<file path="config.mk">
export PLATFORM = sky130hd
export DESIGN_NAME = alu_seq
export DESIGN_NICKNAME = d
export VERILOG_FILES = /design/src/rtl/alu_seq.sv
export SDC_FILE = /design/constraint.sdc
export NUM_CORES = 1
export LEC_CHECK = 0
export ABC_AREA = 1
export BUFFER_PORTS_ARGS = -buffer_cell sky130_fd_sc_hd__buf_4
export CORE_MARGIN = 2
export CORE_UTILIZATION = 45
export CTS_BUF_LIST = sky130_fd_sc_hd__clkbuf_2
export DETAILED_ROUTE_END_ITERATION = 12
export SKIP_CTS_REPAIR_TIMING = 1
export SLEW_MARGIN = 20
export SYNTH_ARGS = -nofsm -noshare
export SYNTH_HDL_FRONTEND = slang
export SYNTH_SLANG_ARGS = --single-unit
</file>
<file path="constraint.sdc">
create_clock -name CLK -period 4.4 [get_ports CLK]
set_clock_uncertainty 0.15 [all_clocks]
set_input_delay 0.22 -clock CLK [delete_from_list [all_inputs] [get_ports CLK]]
set_output_delay 0.22 -clock CLK [all_outputs]
set_load 0.1 [all_outputs]
</file>
<file path="src/rtl/alu_seq.sv">
// alu_seq: sequential 8-bit ALU with a START/BUSY/DONE handshake.
//
// ADD, SUB, AND, OR and XOR, and shifts by zero, finish in one cycle.
// SHL/SHR shift one bit per cycle. MUL is an 8-iteration shift-add that
// keeps the low byte of the product. RESULT and Flags are loaded only on
// the edge that enters WB, so they are stable while FWE is high.
//
// Ports:
//   CLK    in   rising-edge clock
//   RESET  in   asynchronous active-high reset; aborts any operation
//   START  in   operation request, sampled only in IDLE
//   OP     in   3-bit opcode (ADD SUB AND OR XOR SHL SHR MUL)
//   A, B   in   8-bit operands, latched when START is accepted;
//               B[2:0] is the shift count
//   BUSY   out  high in any state other than IDLE
//   DONE   out  one-cycle pulse in WB
//   RESULT out  8-bit result, held until the next WB
//   Flags  out  {CF, OF, NF, ZF}, held with RESULT
//   FWE    out  flag-register write enable, identical to DONE
module alu_seq (
  input  logic       CLK,
  input  logic       RESET,
  input  logic       START,
  input  logic [2:0] OP,
  input  logic [7:0] A,
  input  logic [7:0] B,
  output logic       BUSY,
  output logic       DONE,
  output logic [7:0] RESULT,
  output logic [3:0] Flags,
  output logic       FWE
);

  localparam logic [2:0] OpAdd = 3'b000;
  localparam logic [2:0] OpSub = 3'b001;
  localparam logic [2:0] OpAnd = 3'b010;
  localparam logic [2:0] OpOr  = 3'b011;
  localparam logic [2:0] OpXor = 3'b100;
  localparam logic [2:0] OpShl = 3'b101;
  localparam logic [2:0] OpShr = 3'b110;
  localparam logic [2:0] OpMul = 3'b111;

  typedef enum logic [1:0] {StIdle, StExec, StWb} state_e;

  state_e      state_q, state_d;
  logic [2:0]  op_q, op_d;
  logic [7:0]  work_q, work_d;     // shift working register
  logic [15:0] mcand_q, mcand_d;   // multiplicand, shifted left each step
  logic [7:0]  mplier_q, mplier_d; // multiplier, shifted right each step
  logic [15:0] acc_q, acc_d;       // partial product
  logic [3:0]  cnt_q, cnt_d;       // remaining iterations
  logic [7:0]  result_q, result_d;
  logic [3:0]  flags_q, flags_d;

  // Single-cycle datapath on the raw inputs; the result is written on the
  // same edge that accepts START.
  logic [8:0] sum9;
  logic [8:0] diff9;
  logic       add_ovf;
  logic       sub_ovf;

  assign sum9    = {1'b0, A} + {1'b0, B};
  assign diff9   = {1'b0, A} - {1'b0, B};
  assign add_ovf = (A[7] == B[7]) && (sum9[7] != A[7]);
  assign sub_ovf = (A[7] != B[7]) && (diff9[7] != A[7]);

  // One shift step on the working register.
  logic [7:0] shift_val;
  logic       shift_out;

  always_comb begin
    shift_val = '0;
    shift_out = 1'b0;
    if (op_q == OpShl) begin
      shift_val = {work_q[6:0], 1'b0};
      shift_out = work_q[7];
    end else begin
      shift_val = {1'b0, work_q[7:1]};
      shift_out = work_q[0];
    end
  end

  // One shift-add step of the multiplier.
  logic [15:0] acc_next;
  logic        mul_hi;

  assign acc_next = mplier_q[0] ? (acc_q + mcand_q) : acc_q;
  assign mul_hi   = |acc_next[15:8];

  always_comb begin
    state_d  = state_q;
    op_d     = op_q;
    work_d   = work_q;
    mcand_d  = mcand_q;
    mplier_d = mplier_q;
    acc_d    = acc_q;
    cnt_d    = cnt_q;
    result_d = result_q;
    flags_d  = flags_q;

    unique case (state_q)
      StIdle: begin
        if (START) begin
          op_d     = OP;
          work_d   = A;
          mcand_d  = {8'h00, A};
          mplier_d = B;
          acc_d    = '0;
          case (OP)
            OpShl, OpShr: begin
              if (B[2:0] == 3'd0) begin
                state_d  = StWb;
                result_d = A;
                flags_d  = {2'b00, A[7], (A == 8'h00)};
              end else begin
                state_d = StExec;
                cnt_d   = {1'b0, B[2:0]};
              end
            end
            OpMul: begin
              state_d = StExec;
              cnt_d   = 4'd8;
            end
            OpAdd: begin
              state_d  = StWb;
              result_d = sum9[7:0];
              flags_d  = {sum9[8], add_ovf, sum9[7], (sum9[7:0] == 8'h00)};
            end
            OpSub: begin
              state_d  = StWb;
              result_d = diff9[7:0];
              // diff9[8] is the borrow, i.e. A < B unsigned
              flags_d  = {diff9[8], sub_ovf, diff9[7], (diff9[7:0] == 8'h00)};
            end
            OpAnd: begin
              state_d  = StWb;
              result_d = A & B;
              flags_d  = {2'b00, result_d[7], (result_d == 8'h00)};
            end
            OpOr: begin
              state_d  = StWb;
              result_d = A | B;
              flags_d  = {2'b00, result_d[7], (result_d == 8'h00)};
            end
            default: begin // OpXor
              state_d  = StWb;
              result_d = A ^ B;
              flags_d  = {2'b00, result_d[7], (result_d == 8'h00)};
            end
          endcase
        end
      end

      StExec: begin
        cnt_d = cnt_q - 4'd1;
        if (op_q == OpMul) begin
          acc_d    = acc_next;
          mcand_d  = {mcand_q[14:0], 1'b0};
          mplier_d = {1'b0, mplier_q[7:1]};
          if (cnt_q == 4'd1) begin
            state_d  = StWb;
            result_d = acc_next[7:0];
            flags_d  = {mul_hi, mul_hi, acc_next[7], (acc_next[7:0] == 8'h00)};
          end
        end else begin
          work_d = shift_val;
          // The final step loads the result on the same edge as WB entry.
          if (cnt_q == 4'd1) begin
            state_d  = StWb;
            result_d = shift_val;
            flags_d  = {shift_out, 1'b0, shift_val[7], (shift_val == 8'h00)};
          end
        end
      end

      StWb: begin
        state_d = StIdle;
      end

      default: begin
        state_d = StIdle;
      end
    endcase
  end

  always_ff @(posedge CLK or posedge RESET) begin
    if (RESET) begin
      state_q  <= StIdle;
      op_q     <= OpAdd;
      work_q   <= '0;
      mcand_q  <= '0;
      mplier_q <= '0;
      acc_q    <= '0;
      cnt_q    <= '0;
      result_q <= '0;
      flags_q  <= '0;
    end else begin
      state_q  <= state_d;
      op_q     <= op_d;
      work_q   <= work_d;
      mcand_q  <= mcand_d;
      mplier_q <= mplier_d;
      acc_q    <= acc_d;
      cnt_q    <= cnt_d;
      result_q <= result_d;
      flags_q  <= flags_d;
    end
  end

  assign BUSY   = (state_q != StIdle);
  assign DONE   = (state_q == StWb);
  assign FWE    = DONE;
  assign RESULT = result_q;
  assign Flags  = flags_q;

endmodule

</file>
Yosys cells after proc, flatten, opt, wreduce, memory -nomap -nowiden
Cells that the tools add are included.
- logic and storage cells: 100
- input bits: 22
- flip-flop bits (word level): 69
- output and inout bits: 15
- equality and inequality tests: 23
- bitwise logic cells: 3
- add/subtract/negate cells: 4
- reduce and logical (&&, ||, !) cells: 23
- muxes and demuxes: 38
- operator list (operator ; number):
    $mux W16 ; 5
    $mux W8 ; 10
    $logic_not A8 Y1 ; 8
    $pmux W16 S2 ; 2
    $pmux W8 S2 ; 3
    $pmux W8 S6 ; 1
    $mux W4 ; 7
    $pmux W4 S2 ; 3
    $pmux W4 S6 ; 1
    $add A16 B16 Y16 ; 1
    $eq A3 B3 Y1 const B ; 5
    $ne A2 B2 Y1 const B ; 5
    $add A8 B8 Y9 ; 1
    $sub A8 B8 Y9 ; 1
    $and A8 B8 Y8 ; 1
    $or A8 B8 Y8 ; 1
    $pmux W2 S2 ; 2
    $reduce_or A8 Y1 ; 1
    $xor A8 B8 Y8 ; 1
    $eq A3 B2 Y1 const B ; 2
    $logic_not A3 Y1 ; 2
    $mux W2 ; 3
    $ne A3 B3 Y1 const B ; 2
    $reduce_and A3 Y1 ; 2
    16 further kinds ; 21

Logic depth before layout (Yosys ltp)
- word-level depth: 6
- depth in mapped cells: 17
- depth with buffers taken out: 17

Worst setup path after synthesis
OpenSTA, ideal clock, no wires.
- path type: register -> output
- start: register state_q[1]
- end: output port FWE
- data required time: 4.030 ns
- setup slack: 1.852 ns
- arrival: 2.178 ns
- cell stages (with the launch flop): 4
- path buffers: 1
- path through: dfrtp_1 -> inv_1 -> nor2_1 -> buf_4
- cells in the longest elaborated chain, start to end: 1
- RTL lines (what ; line ; RTL):
    start, declared ; 45 ; state_e state_q, state_d;
    start signal, assigned ; 188 ; state_q <= StIdle;
    start signal, assigned ; 198 ; state_q <= state_d;
    $eq A2 B2 Y1 ; 211 ; assign DONE = (state_q == StWb);
    end, declared ; 31 ; output logic FWE
Every way passes these cells.

Final worst setup path
- start: register state_q[0]
- end: register mplier_q[6]
- cells in the longest elaborated chain, start to end: 3
- elaborated cells on any way between the ends: 7
- classes of those cells: eq/ne: 3; mux: 1; reduce/logical: 3
- RTL lines (what ; line ; RTL):
    $eq A2 B1 Y1 / $logic_not A2 Y1 (equally long branches) ; 101 ; unique case (state_q)
    $ne A2 B2 Y1 (no source line) / $reduce_bool A2 Y1 (equally long branches) ; n/a ;
    $reduce_and A3 Y1 (no source line) ; n/a ;
    end signal, assigned ; 202 ; mplier_q <= mplier_d;
    end, declared ; 49 ; logic [7:0] mplier_q, mplier_d;
Parallel ways exist; a longest one is shown, timed or not.
A chain may end at the register's enable or synchronous reset.

==> impl_metrics.env <==
export IMPL_worst_ep_required_time_ps=4680
export IMPL_cap_viol_max_count=0
export IMPL_synth_area_mux_share_pct=0.1764
export IMPL_synth_seq_area_share_pct=29.99
export IMPL_slew_headroom_pct=52.89
export IMPL_wl_per_cell_um=16.35
export IMPL_number_of_global_route_vias_before_repair=5161
export IMPL_synth_flop_cell="dfrtp_1"
export IMPL_synthesized_netlist_net_count=884
export IMPL_share_of_total_power_in_sequential_cells_pct=29.1
export IMPL_power_density_nw_per_um2=540.6
export IMPL_tritoncts="done"
export IMPL_placed_cells=1006
export IMPL_ff2ff_setup_slack_ps=1630
export IMPL_top_level_ports=37
export IMPL_yosys_area_top_type_share_pct=29.99
export IMPL_post_synth_xor_area_fraction_pct=2.624
export IMPL_synthCells=818
export IMPL_power_switching_fraction_pct=55.49
export IMPL_grtUsageMet1_pct=37.19
export IMPL_ys_types=55
export IMPL_finalSetupTns_ps=0
export IMPL_post_route_cells_drive_above_1_share_pct=11.18
export IMPL_min_delay_start="START"
export IMPL_fin_crit_ps=2772
export IMPL_drt_antenna_violating_nets=0
export IMPL_maximum_number_of_pins_on_one_net_before_global_route_repair=45
export IMPL_area_growth_syn_to_layout_pct=11.82
export IMPL_vias=5512
export IMPL_yosys_area_share_adder_pct=10.10
export IMPL_synth_edff_count=0
export IMPL_detailed_route_drc_error_count=0
export IMPL_dieHeight_um=116.3
export IMPL_worst_endpoint_arrival_ps=3050
export IMPL_synthSimpleGateAreaFrac_pct=27.59
export IMPL_core_area_um2=12470
export IMPL_post_synth_cell_area_avg_um2=6.937
export IMPL_async_reset_ff_share_pct=100.0
export IMPL_max_freq_mhz=360.8
export IMPL_layout_cells_most_common="nand2_1"
export IMPL_power_frac_comb_pct=60.5
export IMPL_final_core_utilization_pct=50.90
export IMPL_crit_path_end_kind="flip-flop"
export IMPL_net_switching_power_mw=1.903
export IMPL_final_max_slew_violation_count=0
export IMPL_tritoncts_num_buffers=9
export IMPL_reg2regPathDepth=9
export IMPL_wirelength_mm=17.00
export IMPL_grt_total_usage_pct=25.85
export IMPL_antenna_violations_before_repair=0
export IMPL_synth_top_family_by_area="simple AND/OR/NAND/NOR gates"
export IMPL_rsz0062_at_grt="no"
export IMPL_dp_hpwl_mm=13.22
export IMPL_wire_length_of_the_first_global_routing_pass_mm=26.85
export IMPL_synthTopCellsByArea="dfrtp_1 (30%), nand2_1 (14%), ha_1 (9.0%)"
export IMPL_yosysWarningCount=0
export IMPL_whs_endpoint="cnt_q[2]$_DFFE_PP0P_"
export IMPL_power_share_clock_pct=10.4
export IMPL_num_nets_final=930
export IMPL_numPortBuffers=36
export IMPL_worstReg2RegEnd="mplier_q[6]$_DFFE_PP0P_"
export IMPL_status="finished, violations left"
export IMPL_synth_largest_area_cell="dfrtp_1"
export IMPL_layout_cell_area_non_filler_um2=6345
export IMPL_gr_usage_met3_pct=4.826
export IMPL_static_leakage_power_nw=3.234
export IMPL_synthesis_area_um2=5674
export IMPL_rows=41
export IMPL_cp_slowest_cell="nor2_2"
export IMPL_violations_in_the_final_reports="negative hold slack"
export IMPL_rr_startpoint="state_q[0]$_DFFE_PP0P_"
export IMPL_met2_usage_pct=39.07
export IMPL_gp_congestion=0.9478
export IMPL_crit_path_cell_trace="inv_1 > nor2_1 > buf_4 > inv_2 > nor2_2 > nor2_2 > inv_2 > o211ai_1 > o21ai_0"
export IMPL_synth_compound_area_share_pct=17.82
export IMPL_min_path_type="in -> reg"
export IMPL_ir_drop_uv=232.6
export IMPL_final_setup_violation_count=0
export IMPL_antenna_cells_inserted=0
export IMPL_internal_power_mw=1.527
export IMPL_synth_ff_latch_count=68
export IMPL_start_util_pct=45.52
export IMPL_crit_path_max_fanout=28
export IMPL_fin_cells=1040
export IMPL_hold_path_cell_count=5
export IMPL_clock_edge_transition_at_the_registers_on_the_reported_setup_and_hold_paths_ps=190
export IMPL_htree_num_levels=3
export IMPL_drt_pre_antenna_iters=5
export IMPL_clock_latency_ps=560
export IMPL_final_hold_violating_endpoints=2
export IMPL_detail_route_vias_per_cell=5.300
export IMPL_final_fill_count=1270
export IMPL_most_utilized_layer_in_the_global_route_result="met2"
export IMPL_path_class="reg -> reg"
export IMPL_grt_overflow_total=0
export IMPL_layout_common_cells="nand2_1 (213), inv_1 (123), dfrtp_1 (68), nor2_1 (60), o21ai_0 (46)"
export IMPL_detail_route_iter0_violations=378
export IMPL_chipWidth_um=116.3
export IMPL_clock_tree_buffer_depth=2
export IMPL_die_footprint_um2=13520
export IMPL_peak_per_stage_delay_on_the_critical_path_ps=560
export IMPL_final_hold_worst_slack_ps=-22.06
export IMPL_sinks_on_clock_net=68
export IMPL_detailed_place_area_um2=6053
export IMPL_timing_critical_path_from_type="flip-flop"
export IMPL_cts_root_buf="clkbuf_2"
export IMPL_min_period_over_period_pct=63.00
export IMPL_tightest_slew_ps=705.9
[layout make-up]
cell class	count	area, µm²	share of cell area [%]
clock inverter	6	56.30	0.8874
multi-input combinational	587	3308	52.14
timing repair buffer	60	498.0	7.849
inverter	138	520.5	8.204
clock buffer	9	45.04	0.7099
tap	172	215.2	3.392
sequential	68	1702	26.82
[stage by stage]
step           power [mW]  hold WS [ps]  worst slack (ps)
5_1_grt             3.691         3.174              1380
3_5_place_dp        3.052         171.4              1686
3_3_place_gp        3.038         169.1              1834
6_report            3.430        -22.06              1628
4_1_cts             3.414        -476.5              1635
2_1_floorplan       2.572         215.4              1852
[metal layers]
| layer | part of all wire [%] | wire length, µm | vias to the layer above |
|---|---|---|---|
| met4 | 2.5 | 419 | 0 |
| li1 | - | - | 2753 |
| met5 | 0 | 0 | - |
| met1 | 49 | 8292 | 2567 |
| met2 | 44 | 7449 | 161 |
| met3 | 5.0 | 843 | 31 |
[synth_stat cells, types with 5 or more instances]
library cell	number
clkbuf_1	10
nor3_1	8
a22oi_1	9
o21ai_0	46
xor2_1	13
o22ai_1	31
o211ai_1	9
nand3_1	44
buf_4	5
buf_2	7
nand2_1	213
inv_1	124
inv_2	13
a31oi_1	6
ha_1	41
a21oi_1	33
dfrtp_1	68
nand4_1	12
nor2_1	60
nor2_2	9
[registers in the layout, summed over array words and instances (netlist names)]
register,flops
acc_q,16
mcand_q,16
mplier_q,8
work_q,8
RESULT,7
Flags,4
cnt_q,4
op_q,3
state_q,2
[power groups by stage]
stage	combinational [mW]	clock, mW	sequential (mW)
final	2.08	0.356	0.997
after global routing	2.28	0.390	1.02
after CTS	2.05	0.366	0.998
after detailed placement	2.04	0	1.01
after global placement	2.03	0	1.01
after floorplan	1.27	0	1.30
[critical path: cells and delay by family (launching register included)]
family	cells	cell delay (ps)
buffers and inverters	4	1030
AND/OR/NAND/NOR	3	690
flip-flops	1	430
AO/OA/AOI/OAI	2	320
[cells by family (layout without fill, tap and decap cells)]
group,count (synthesis),count (layout)
AND/OR/NAND/NOR,364,364
buffers and inverters,163,213
AO/OA/AOI/OAI,161,161
flip-flops,68,68
adder cells (fa/ha/maj),44,44
XOR/XNOR,17,17
multiplexers,1,1
[worst max-delay path by stage]
stage | to | from | slack (ps) | cells after the start
after floorplan | FWE | state_q[1]$_DFFE_PP0P_ | 1850 | 3
after global placement | mplier_q[5]$_DFFE_PP0P_ | state_q[0]$_DFFE_PP0P_ | 1830 | 9
after detailed placement | mplier_q[4]$_DFFE_PP0P_ | state_q[0]$_DFFE_PP0P_ | 1690 | 9
after CTS | mplier_q[4]$_DFFE_PP0P_ | state_q[0]$_DFFE_PP0P_ | 1630 | 9
after global routing | mplier_q[4]$_DFFE_PP0P_ | state_q[0]$_DFFE_PP0P_ | 1380 | 9
final | mplier_q[6]$_DFFE_PP0P_ | state_q[0]$_DFFE_PP0P_ | 1630 | 9
No activity file was read; power rests on OpenSTA's default activity.
